<file path="config.mk">
export PLATFORM = sky130hd
export DESIGN_NAME = receptor_teclado
export DESIGN_NICKNAME = d
export VERILOG_FILES = /design/src/rtl/receptor_teclado_pkg.sv /design/src/rtl/receptor_teclado_rx_trama.sv /design/src/rtl/receptor_teclado.sv
export SDC_FILE = /design/constraint.sdc
export NUM_CORES = 1
export LEC_CHECK = 0
export BUFFER_PORTS_ARGS = -buffer_cell sky130_fd_sc_hd__buf_2
export CORE_MARGIN = 2
export CORE_UTILIZATION = 60
export DETAILED_ROUTE_END_ITERATION = 12
export HOLD_SLACK_MARGIN = 0.08
export PLACE_DENSITY = 0.88
export SYNTH_ARGS = -nofsm -noshare
export SYNTH_HDL_FRONTEND = slang
export SYNTH_SLANG_ARGS = --single-unit
</file>
<file path="constraint.sdc">
create_clock -name clk -period 4.6 [get_ports clk]
set_input_delay 0.23 -clock clk [delete_from_list [all_inputs] [get_ports clk]]
set_output_delay 0.23 -clock clk [all_outputs]
set_load 0.005 [all_outputs]
</file>
<file path="src/rtl/receptor_teclado_pkg.sv">
// -----------------------------------------------------------------------------
// receptor_teclado_pkg
//   Shared definitions for the PS/2 keyboard front end and the key-validation
//   FSM downstream of it.
//   - Scan-code constants (make codes of the keys the system reacts to, plus
//     the break and extended prefixes).
//   - State encodings for the frame receiver and the scan-code decoder.
//   - Odd-parity helper used by the frame receiver.
// -----------------------------------------------------------------------------
package receptor_teclado_pkg;

  localparam logic [7:0] K_BREAK   = 8'hF0;
  localparam logic [7:0] K_EXT     = 8'hE0;
  localparam logic [7:0] K_ENTER   = 8'h5A;
  localparam logic [7:0] K_APAGAR  = 8'h29;
  localparam logic [7:0] K_TEMP    = 8'h2C;
  localparam logic [7:0] K_HUMO    = 8'h33;
  localparam logic [7:0] K_NINGUNA = 8'h00;

  // Frame receiver states
  localparam logic [0:0] INACTIVO = 1'b0;
  localparam logic [0:0] RECIBIR  = 1'b1;

  // Scan-code decoder states
  localparam logic [1:0] ESPERA     = 2'd0;
  localparam logic [1:0] ROMPER     = 2'd1;
  localparam logic [1:0] EXT        = 2'd2;
  localparam logic [1:0] EXT_ROMPER = 2'd3;

  // Odd parity over d0..d7 plus the parity bit: the XOR of all nine is 1.
  function automatic logic paridad_ok(input logic [8:0] datos_par);
    return ^datos_par;
  endfunction

endpackage

</file>
<file path="src/rtl/receptor_teclado_rx_trama.sv">
// -----------------------------------------------------------------------------
// ps2_rx_trama
//   PS/2 device-to-host frame receiver: input synchroniser, ps2clk glitch
//   filter, 11-bit frame FSM with parity/start/stop checking and a timeout
//   that aborts partial frames.
// Ports
//   clk, reset   system clock, synchronous active-high reset
//   ps2clk       raw PS/2 clock line (asynchronous)
//   ps2data      raw PS/2 data line (asynchronous)
//   dato         received scan code, valid while dato_listo is high
//   dato_listo   1-cycle pulse, the cycle after the stop-bit strobe
//   err          1-cycle pulse on parity, start, stop or timeout error
//   ocupado      high while a frame is being received
// -----------------------------------------------------------------------------
module ps2_rx_trama
  import receptor_teclado_pkg::*;
#(
  parameter int FILTRO_BITS    = 8,
  parameter int TIMEOUT_CICLOS = 10000
) (
  input  logic       clk,
  input  logic       reset,
  input  logic       ps2clk,
  input  logic       ps2data,
  output logic [7:0] dato,
  output logic       dato_listo,
  output logic       err,
  output logic       ocupado
);

  localparam int FW = $clog2(FILTRO_BITS + 1);
  localparam int TW = $clog2(TIMEOUT_CICLOS + 1);

  logic          ps2clk_p0, ps2clk_p1;
  logic          ps2data_p0, ps2data_p1;
  logic [FW-1:0] filt_cnt;
  logic          filt_clk, filt_clk_p2;
  logic          strobe;
  logic [0:0]    estado;
  logic [3:0]    nbits;
  logic [TW-1:0] to_cnt;
  logic [8:0]    sh;

  // Stage p0/p1: two-flop synchroniser; lines idle high
  always_ff @(posedge clk) begin
    if (reset) begin
      ps2clk_p0  <= 1'b1;
      ps2clk_p1  <= 1'b1;
      ps2data_p0 <= 1'b1;
      ps2data_p1 <= 1'b1;
    end else begin
      ps2clk_p0  <= ps2clk;
      ps2clk_p1  <= ps2clk_p0;
      ps2data_p0 <= ps2data;
      ps2data_p1 <= ps2data_p0;
    end
  end

  // Stage p2: glitch filter. filt_cnt counts consecutive synced samples that
  // disagree with filt_clk; any agreeing sample restarts the count.
  always_ff @(posedge clk) begin
    if (reset) begin
      filt_cnt    <= '0;
      filt_clk    <= 1'b1;
      filt_clk_p2 <= 1'b1;
    end else begin
      filt_clk_p2 <= filt_clk;
      if (ps2clk_p1 == filt_clk) begin
        filt_cnt <= '0;
      end else if (filt_cnt == FW'(FILTRO_BITS - 1)) begin
        filt_clk <= ps2clk_p1;
        filt_cnt <= '0;
      end else begin
        filt_cnt <= filt_cnt + 1'b1;
      end
    end
  end

  assign strobe  = filt_clk_p2 & ~filt_clk;
  assign ocupado = (estado == RECIBIR);
  assign dato    = sh[7:0];

  // Frame FSM. nbits counts strobes already taken in this frame, so the
  // strobe seen with nbits == 10 is the stop bit. A strobe always wins over
  // a timeout in the same cycle.
  always_ff @(posedge clk) begin
    if (reset) begin
      estado     <= INACTIVO;
      nbits      <= '0;
      to_cnt     <= '0;
      dato_listo <= 1'b0;
      err        <= 1'b0;
    end else begin
      dato_listo <= 1'b0;
      err        <= 1'b0;
      if (strobe || estado == INACTIVO) to_cnt <= '0;
      else                              to_cnt <= to_cnt + 1'b1;
      case (estado)
        INACTIVO: begin
          if (strobe && !ps2data_p1) begin
            estado <= RECIBIR;
            nbits  <= 4'd1;
          end
        end
        default: begin
          if (strobe) begin
            if (nbits == 4'd10) begin
              estado <= INACTIVO;
              nbits  <= '0;
              if (paridad_ok(sh) && ps2data_p1) dato_listo <= 1'b1;
              else                              err        <= 1'b1;
            end else begin
              nbits <= nbits + 1'b1;
            end
          end else if (to_cnt == TW'(TIMEOUT_CICLOS - 1)) begin
            estado <= INACTIVO;
            nbits  <= '0;
            err    <= 1'b1;
          end
        end
      endcase
    end
  end

  // Data/parity shifter: LSB arrives first, so shift right; after nine
  // shifts sh = {P, d7..d0}. The stop bit is not shifted in.
  always_ff @(posedge clk) begin
    if (strobe && estado == RECIBIR && nbits != 4'd10) sh <= {ps2data_p1, sh[8:1]};
  end

endmodule

</file>
<file path="src/rtl/receptor_teclado.sv">
// -----------------------------------------------------------------------------
// receptor_teclado
//   PS/2 keyboard front end. Receives frames via ps2_rx_trama, tracks the
//   F0 (break) and E0 (extended) prefixes and presents the make code of the
//   held key as a level on tecla (8'h00 when no key is held).
// Ports
//   clk, reset   system clock, synchronous active-high reset
//   ps2clk       raw PS/2 clock line
//   ps2data      raw PS/2 data line
//   tecla        make code of the held key, 8'h00 = none
//   tecla_nueva  1-cycle pulse aligned with tecla taking a new non-zero value
//   error_trama  1-cycle pulse on a bad or timed-out frame
//   ocupado      high while a frame is being received
// -----------------------------------------------------------------------------
module receptor_teclado
  import receptor_teclado_pkg::*;
#(
  parameter int FILTRO_BITS    = 8,
  parameter int TIMEOUT_CICLOS = 10000
) (
  input  logic       clk,
  input  logic       reset,
  input  logic       ps2clk,
  input  logic       ps2data,
  output logic [7:0] tecla,
  output logic       tecla_nueva,
  output logic       error_trama,
  output logic       ocupado
);

  logic [7:0] dato;
  logic       dato_listo;
  logic [1:0] dec;

  ps2_rx_trama #(
    .FILTRO_BITS   (FILTRO_BITS),
    .TIMEOUT_CICLOS(TIMEOUT_CICLOS)
  ) u_rx (
    .clk       (clk),
    .reset     (reset),
    .ps2clk    (ps2clk),
    .ps2data   (ps2data),
    .dato      (dato),
    .dato_listo(dato_listo),
    .err       (error_trama),
    .ocupado   (ocupado)
  );

  // Decoder: extended keys are swallowed entirely (make and break), so they
  // never disturb the held standard key. A repeated make of the held key
  // (typematic) produces no pulse.
  always_ff @(posedge clk) begin
    if (reset) begin
      dec         <= ESPERA;
      tecla       <= K_NINGUNA;
      tecla_nueva <= 1'b0;
    end else begin
      tecla_nueva <= 1'b0;
      if (dato_listo) begin
        case (dec)
          ESPERA: begin
            if (dato == K_BREAK) begin
              dec <= ROMPER;
            end else if (dato == K_EXT) begin
              dec <= EXT;
            end else if (dato != tecla) begin
              tecla       <= dato;
              tecla_nueva <= (dato != K_NINGUNA);
            end
          end
          ROMPER: begin
            if (dato == tecla) tecla <= K_NINGUNA;
            dec <= ESPERA;
          end
          EXT:     dec <= (dato == K_BREAK) ? EXT_ROMPER : ESPERA;
          default: dec <= ESPERA;
        endcase
      end
    end
  end

endmodule
</file>
After elaboration in Yosys (flattened, before gate mapping) --
Cells that the tools add are included.
Word-level totals: register bits 51, input port bits 4, output and inout port bits 11, logic and storage cells 89
Cells by class: $add $sub $neg 3, equal/unequal tests 17, mux-type cells 24, bitwise logic cells 9, reduce and logical (&&, ||, !) cells 20
Operators by type and width (number):
- 8-bit 2-to-1 mux | 4
- 4-bit 2-to-1 mux | 5
- 8-bit equality test (second input constant) | 2
- 8-bit case mux with 2 select lines | 1
- 14-bit by 1-bit adder with 14-bit output (second input constant) | 1
- 14-bit equality test (second input constant) | 1
- 1-bit 2-to-1 mux | 10
- 9-bit XOR reduction | 1
- 4-bit by 1-bit adder with 4-bit output (second input constant) | 2
- 8-bit equality test | 1
- 2-bit != test (second input constant) | 4
- 8-bit != test | 1
- 1-bit NOT | 8
- 8-bit nonzero test | 1
- 2-bit 2-to-1 mux | 3
- 2-bit AND reduction | 3
- 6-bit AND reduction | 1
- 6-bit OR reduction | 1
- 4-bit by 3-bit equality test with 1-bit output (second input constant) | 1
- 4-bit equality test (second input constant) | 1
- 1-bit logical AND | 4
- 4-bit != test (second input constant) | 1
- 2-bit case mux with 2 select lines | 1
- 2-bit nonzero test | 2
- 12 further kinds | 13

Longest topological paths before layout --
depth in word-level cells 5, depth in mapped cells 7, gate-level depth less buffers 7

Modules after synthesis --
Synthesis repeated with hierarchy kept, for this count alone.
Second synthesis, totals: cells, all modules 223, area, all modules 2317.2 um2
Modules (own cells, without submodules):
- ps2_rx_trama | times used 1, cells an instance 166, area an instance 1732.9 um2, seq. area each 890.9 um2
- receptor_teclado | times used 1, cells an instance 57, area an instance 584.3 um2, seq. area each 220.2 um2

Worst setup path after synthesis --
No wires, ideal clock.
path type reg-to-reg, start point reg u_rx.to_cnt[4], end point reg u_rx.nbits[2], setup time 0.130 ns, arrival 1.609 ns, required time 4.470 ns, path slack 2.861 ns, cell stages (with the launch flop) 6, path buffers 0, period minus slack after synthesis 1.739 ns, path through dfxtp_1 -> or4b_1 -> or4_4 -> a2bb2oi_2 -> o211a_1 -> nor3_1
On the way: longest elaborated chain between the ends 3
Ends and longest elaborated chain:
- start, declared | line receptor_teclado_rx_trama.sv:41 | logic [TW-1:0] to_cnt;
- start signal, assigned | line receptor_teclado_rx_trama.sv:97 | else to_cnt <= to_cnt + 1'b1;
- 14-bit equality test | line receptor_teclado_rx_trama.sv:115 | end else if (to_cnt == TW'(TIMEOUT_CICLOS - 1)) begin
- 3-bit by 2-bit != test with 1-bit output (no line)
- 2-bit AND reduction (no line)
- end signal, assigned | line receptor_teclado_rx_trama.sv:113 | nbits <= nbits + 1'b1;
- end, declared | line receptor_teclado_rx_trama.sv:40 | logic [3:0] nbits;
Every way passes these cells. A chain may end at the register's enable or synchronous reset.

Worst setup path in the final report --
start point reg u_rx.nbits[0], end point reg u_rx.nbits[0]
On the way: longest elaborated chain between the ends 4, elaborated cells on any way between the ends 5, those cells by class 1 x add/sub; 1 x eq/ne; 3 x mux
Ends and longest elaborated chain:
- 4-bit by 1-bit adder with 4-bit output / 4-bit equality test (equally long branches) | line receptor_teclado_rx_trama.sv:113, receptor_teclado_rx_trama.sv:107
- 4-bit 2-to-1 mux (*) | line receptor_teclado_rx_trama.sv:107 | if (nbits == 4'd10) begin
- 4-bit 2-to-1 mux (*) | line receptor_teclado_rx_trama.sv:106 | if (strobe) begin
- 4-bit 2-to-1 mux (*) | line receptor_teclado_rx_trama.sv:98 | case (estado)
Mark *: on every way between the ends. The rest lies on a longest branch, timed or not.

==> metrics <==
run status=finished, final reports clean; Worst R2R Path Depth=7; vias in the first global route=1369; post-synthesis sequential area ratio=50.83%; cell area after synthesis=2186 um^2; fin. max-slew vios=0; core area=3416 um^2; flop2flop setup slack=2.58 ns; setup tns final=0 ns; path class of the lowest-slack min-delay path=in2reg; Layout Skew=0.02272 ns; Antenna diodes=0; simple logic cell fraction of the synthesized area=19.52%; count of distinct cell types in the synthesized netlist=37; power after layout=0.6791 mW; layout cells sized above 1=13.14%; CP Data Arrival Time=2.31 ns; number of nets in the layout=250; number of sinks driven by the clock tree=51; Slew headroom=37.06%; Die Span X=64.36 um; largest family of logic cells by synthesized area=simple AND/OR/NAND/NOR gates; half-perimeter wire length after placement=2630 um; drt first-iter violations=105; first-pass GRT wire length=6127 um; Clock Tree Root=sky130_fd_sc_hd__clkbuf_4; Adder-Cell Fraction of Synth Area=6.297%; maximum count of clock buffers along a single path=2; number of buffers added by the clock tree synthesis step=5; post-synthesis average cell area=10.21 um^2; highest clock frequency the design can meet=0.4963 GHz; async set-or-reset flop fraction in the synthesized netlist=0%; Min-Delay Endpoint=dec[0]; start of the worst register-to-register path=u_rx.nbits[0]; first-pass iteration count of the detailed router=4; slowest CP cell=sky130_fd_sc_hd__nor2_1; Critical Path Source Type=register; XOR/XNOR share of the synthesized area=10.42%; mean number of vias per cell=5.369; most used cell, CP=sky130_fd_sc_hd__nor2_1; Clk Latency, worst-skew pair=0.37 ns; post-route standard cell area excluding fillers=2394 um^2; cells traversed along the worst timing path=inv_1, ha_1, nand2_1, nor2_1, nor2_1, nor3_1, a311oi_1; remaining design rule violation count=0; total nets after synthesis=229; antenna violations before repair=0; # fillers=279; Routed WL per cell=13.08 um; number of I/O pins=15; Site Rows=21; critical path type=reg2reg; final weighted congestion in routability-driven placement=0.7593; initial core utilization=63.99%; Post-Synthesis Cells=214; leakage power figure=0.9066 nW; setup repair after global routing missed its margin=no; die footprint=4142 um^2; most instantiated flip-flop cell in the synthesis netlist=sky130_fd_sc_hd__dfxtp_1; required time at the worst-slack endpoint=4.89 ns; Peak VDD IR=0.1568 mV; worst slew pin tran=0.9406 ns; DR vias=1514; clock-pin slew on the worst setup and hold paths=0.15 ns; hold violation total from the final report=0; yosys synthesis warning count=0; setup violation total in the final timing report=0; IO buf count=14; Post-synth EDFFs=9; routed wire length=3688 um; share of the synthesized area in compound gates (AO/OA/AOI/OAI)=9.559%; Final Cycle Share=43.81%; Power per Cell Area=283.7 nW/um^2; layout overhead on the synthesized area=9.502%; aggregate global-route resource usage=19.47%; TritonCTS clock tree=yes; global route total overflow=0; Die Span Y=64.36 um; proportion of synthesized area in mux cells=0.9731%; max-cap violation count=0; critical path fanouts, max=12; start point of the worst hold path=reset; largest net degree at the start of global routing=17; dpl cell area=2306 um^2; Final min period=2.015 ns; number of H-tree levels=2; reg-to-reg endpoint=u_rx.nbits[0]; nature of the critical path endpoint=register; register bit total from synthesis=51; Post-DRT Antenna Nets=0; instance count along the most critical hold path=2; peak per-stage delay on the critical path=0.73 ns; number of post-CTS setup repair buffers=0
[metrics by stage]
step | util [%] | cells | hold WS, ns | setup slack (ns)
after floorplan | - | 214 | 0.3338 | 2.861
final | 70.07 | 282 | 0.1946 | 2.585
after global placement | 67.51 | 272 | 0.3915 | 2.676
after detailed placement | 67.51 | 272 | 0.3950 | 2.584
after global routing | 70.07 | 282 | 0.1738 | 2.414
after CTS | 70.07 | 282 | 0.1883 | 2.544
[logic make-up after synthesis]
logic type | after synthesis
compound gates | 27
flops | 51
buf+inv | 14
xor+xnor | 26
simple gates | 83
mux | 2
fa+ha+maj | 11
[area by class of cell]
class / instances / area [um^2] / area share (%)
clock buffer: 6 / 51.30 / 2.143
clock inverter: 2 / 16.27 / 0.6796
inverter: 12 / 45.04 / 1.882
multi-input combinational: 149 / 1022 / 42.71
sequential: 51 / 1111 / 46.42
tap: 46 / 57.56 / 2.405
timing repair buffer: 16 / 90.09 / 3.764
[per-layer routing]
metal	up-vias	share of wire, %	GRT usage, %
met3	2	3.1	7.218
met1	708	48	23.45
met2	21	48	31.64
li1	783	-	-
met4	0	0.65	7.447
met5	-	0	0
[how the worst max path moves through the flow]
stage / cells after the start / from / to
final: 7 / u_rx.nbits[0] / u_rx.nbits[0]
after global routing: 7 / u_rx.nbits[0] / u_rx.nbits[0]
after CTS: 7 / u_rx.nbits[0] / u_rx.nbits[0]
after detailed placement: 7 / u_rx.nbits[0] / u_rx.nbits[0]
after global placement: 7 / u_rx.nbits[0] / u_rx.nbits[0]
after floorplan: 5 / u_rx.to_cnt[4] / u_rx.nbits[2]
[synthesized netlist by cell type, drive strengths merged (2+ instances only)]
cell type / number / share of area (%)
clkbuf: 2 / 0.34
xor2: 7 / 2.8
or3: 4 / 1.1
nand4: 6 / 1.7
xnor2: 19 / 7.6
a21oi: 5 / 1.1
ha: 11 / 6.3
or2: 5 / 1.4
nor2b: 2 / 0.57
edfxtp: 9 / 12
o21ai: 5 / 1.1
nand2: 13 / 2.2
dfxtp: 42 / 38
a311oi: 2 / 0.80
inv: 12 / 2.1
a22o: 8 / 3.2
nand2b: 3 / 0.86
nor3: 6 / 1.4
and3b: 2 / 0.80
and3: 3 / 0.86
nor2: 25 / 4.3
nand3: 8 / 1.8
[where the power goes]
group | leakage [nW] | total [mW] | internal (mW) | switching (mW)
sequential | 0.420 | 0.456 | 0.455 | 0.00109
combinational | 0.452 | 0.00918 | 0.00433 | 0.00485
clock | 0.0345 | 0.214 | 0.0755 | 0.139
[registers in the layout, indices dropped and copies added, names as in the netlist, 2 cells and up]
name and cells:
u_rx.to_cnt 14, u_rx.sh 9, tecla 8, u_rx.filt_cnt 4, u_rx.nbits 4, dec 2
[cells in the final DEF, fill, tap and decap left out, types with 2 or more instances in the layout]
cell / n
sky130_fd_sc_hd__xor2_1: 7
sky130_fd_sc_hd__xnor2_1: 19
sky130_fd_sc_hd__or3_1: 4
sky130_fd_sc_hd__and3b_1: 2
sky130_fd_sc_hd__or2_2: 5
sky130_fd_sc_hd__o21ai_0: 5
sky130_fd_sc_hd__and3_1: 3
sky130_fd_sc_hd__nand2b_1: 3
sky130_fd_sc_hd__a311oi_1: 2
sky130_fd_sc_hd__nor3_1: 6
sky130_fd_sc_hd__nor2b_1: 2
sky130_fd_sc_hd__dlygate4sd3_1: 2
sky130_fd_sc_hd__a22o_1: 8
sky130_fd_sc_hd__buf_2: 14
sky130_fd_sc_hd__clkbuf_4: 5
sky130_fd_sc_hd__dfxtp_1: 42
sky130_fd_sc_hd__ha_1: 11
sky130_fd_sc_hd__nand4_1: 6
sky130_fd_sc_hd__edfxtp_1: 9
sky130_fd_sc_hd__inv_1: 12
sky130_fd_sc_hd__nor2_1: 25
sky130_fd_sc_hd__a21oi_1: 5
sky130_fd_sc_hd__nand3_1: 8
sky130_fd_sc_hd__nand2_1: 13
[worst max-delay path: cells and delay by family, from the launching register on]
family | cells | cell delay [ns]
DFF | 1 | 0.44
and+or+nand+nor | 4 | 0.96
AOI/OAI and AO/OA | 1 | 0.27
buffers and inverters | 1 | 0.07
adders and majority gates | 1 | 0.19
[what timing repair did]
action / CTS / global route
setup endpoints to repair: 0 / 0
hold buffers: 2 / 0
endpoints found under the hold margin: 2 / 0
gates resized for setup: 0 / 0
(Power assumes the default switching activity.)
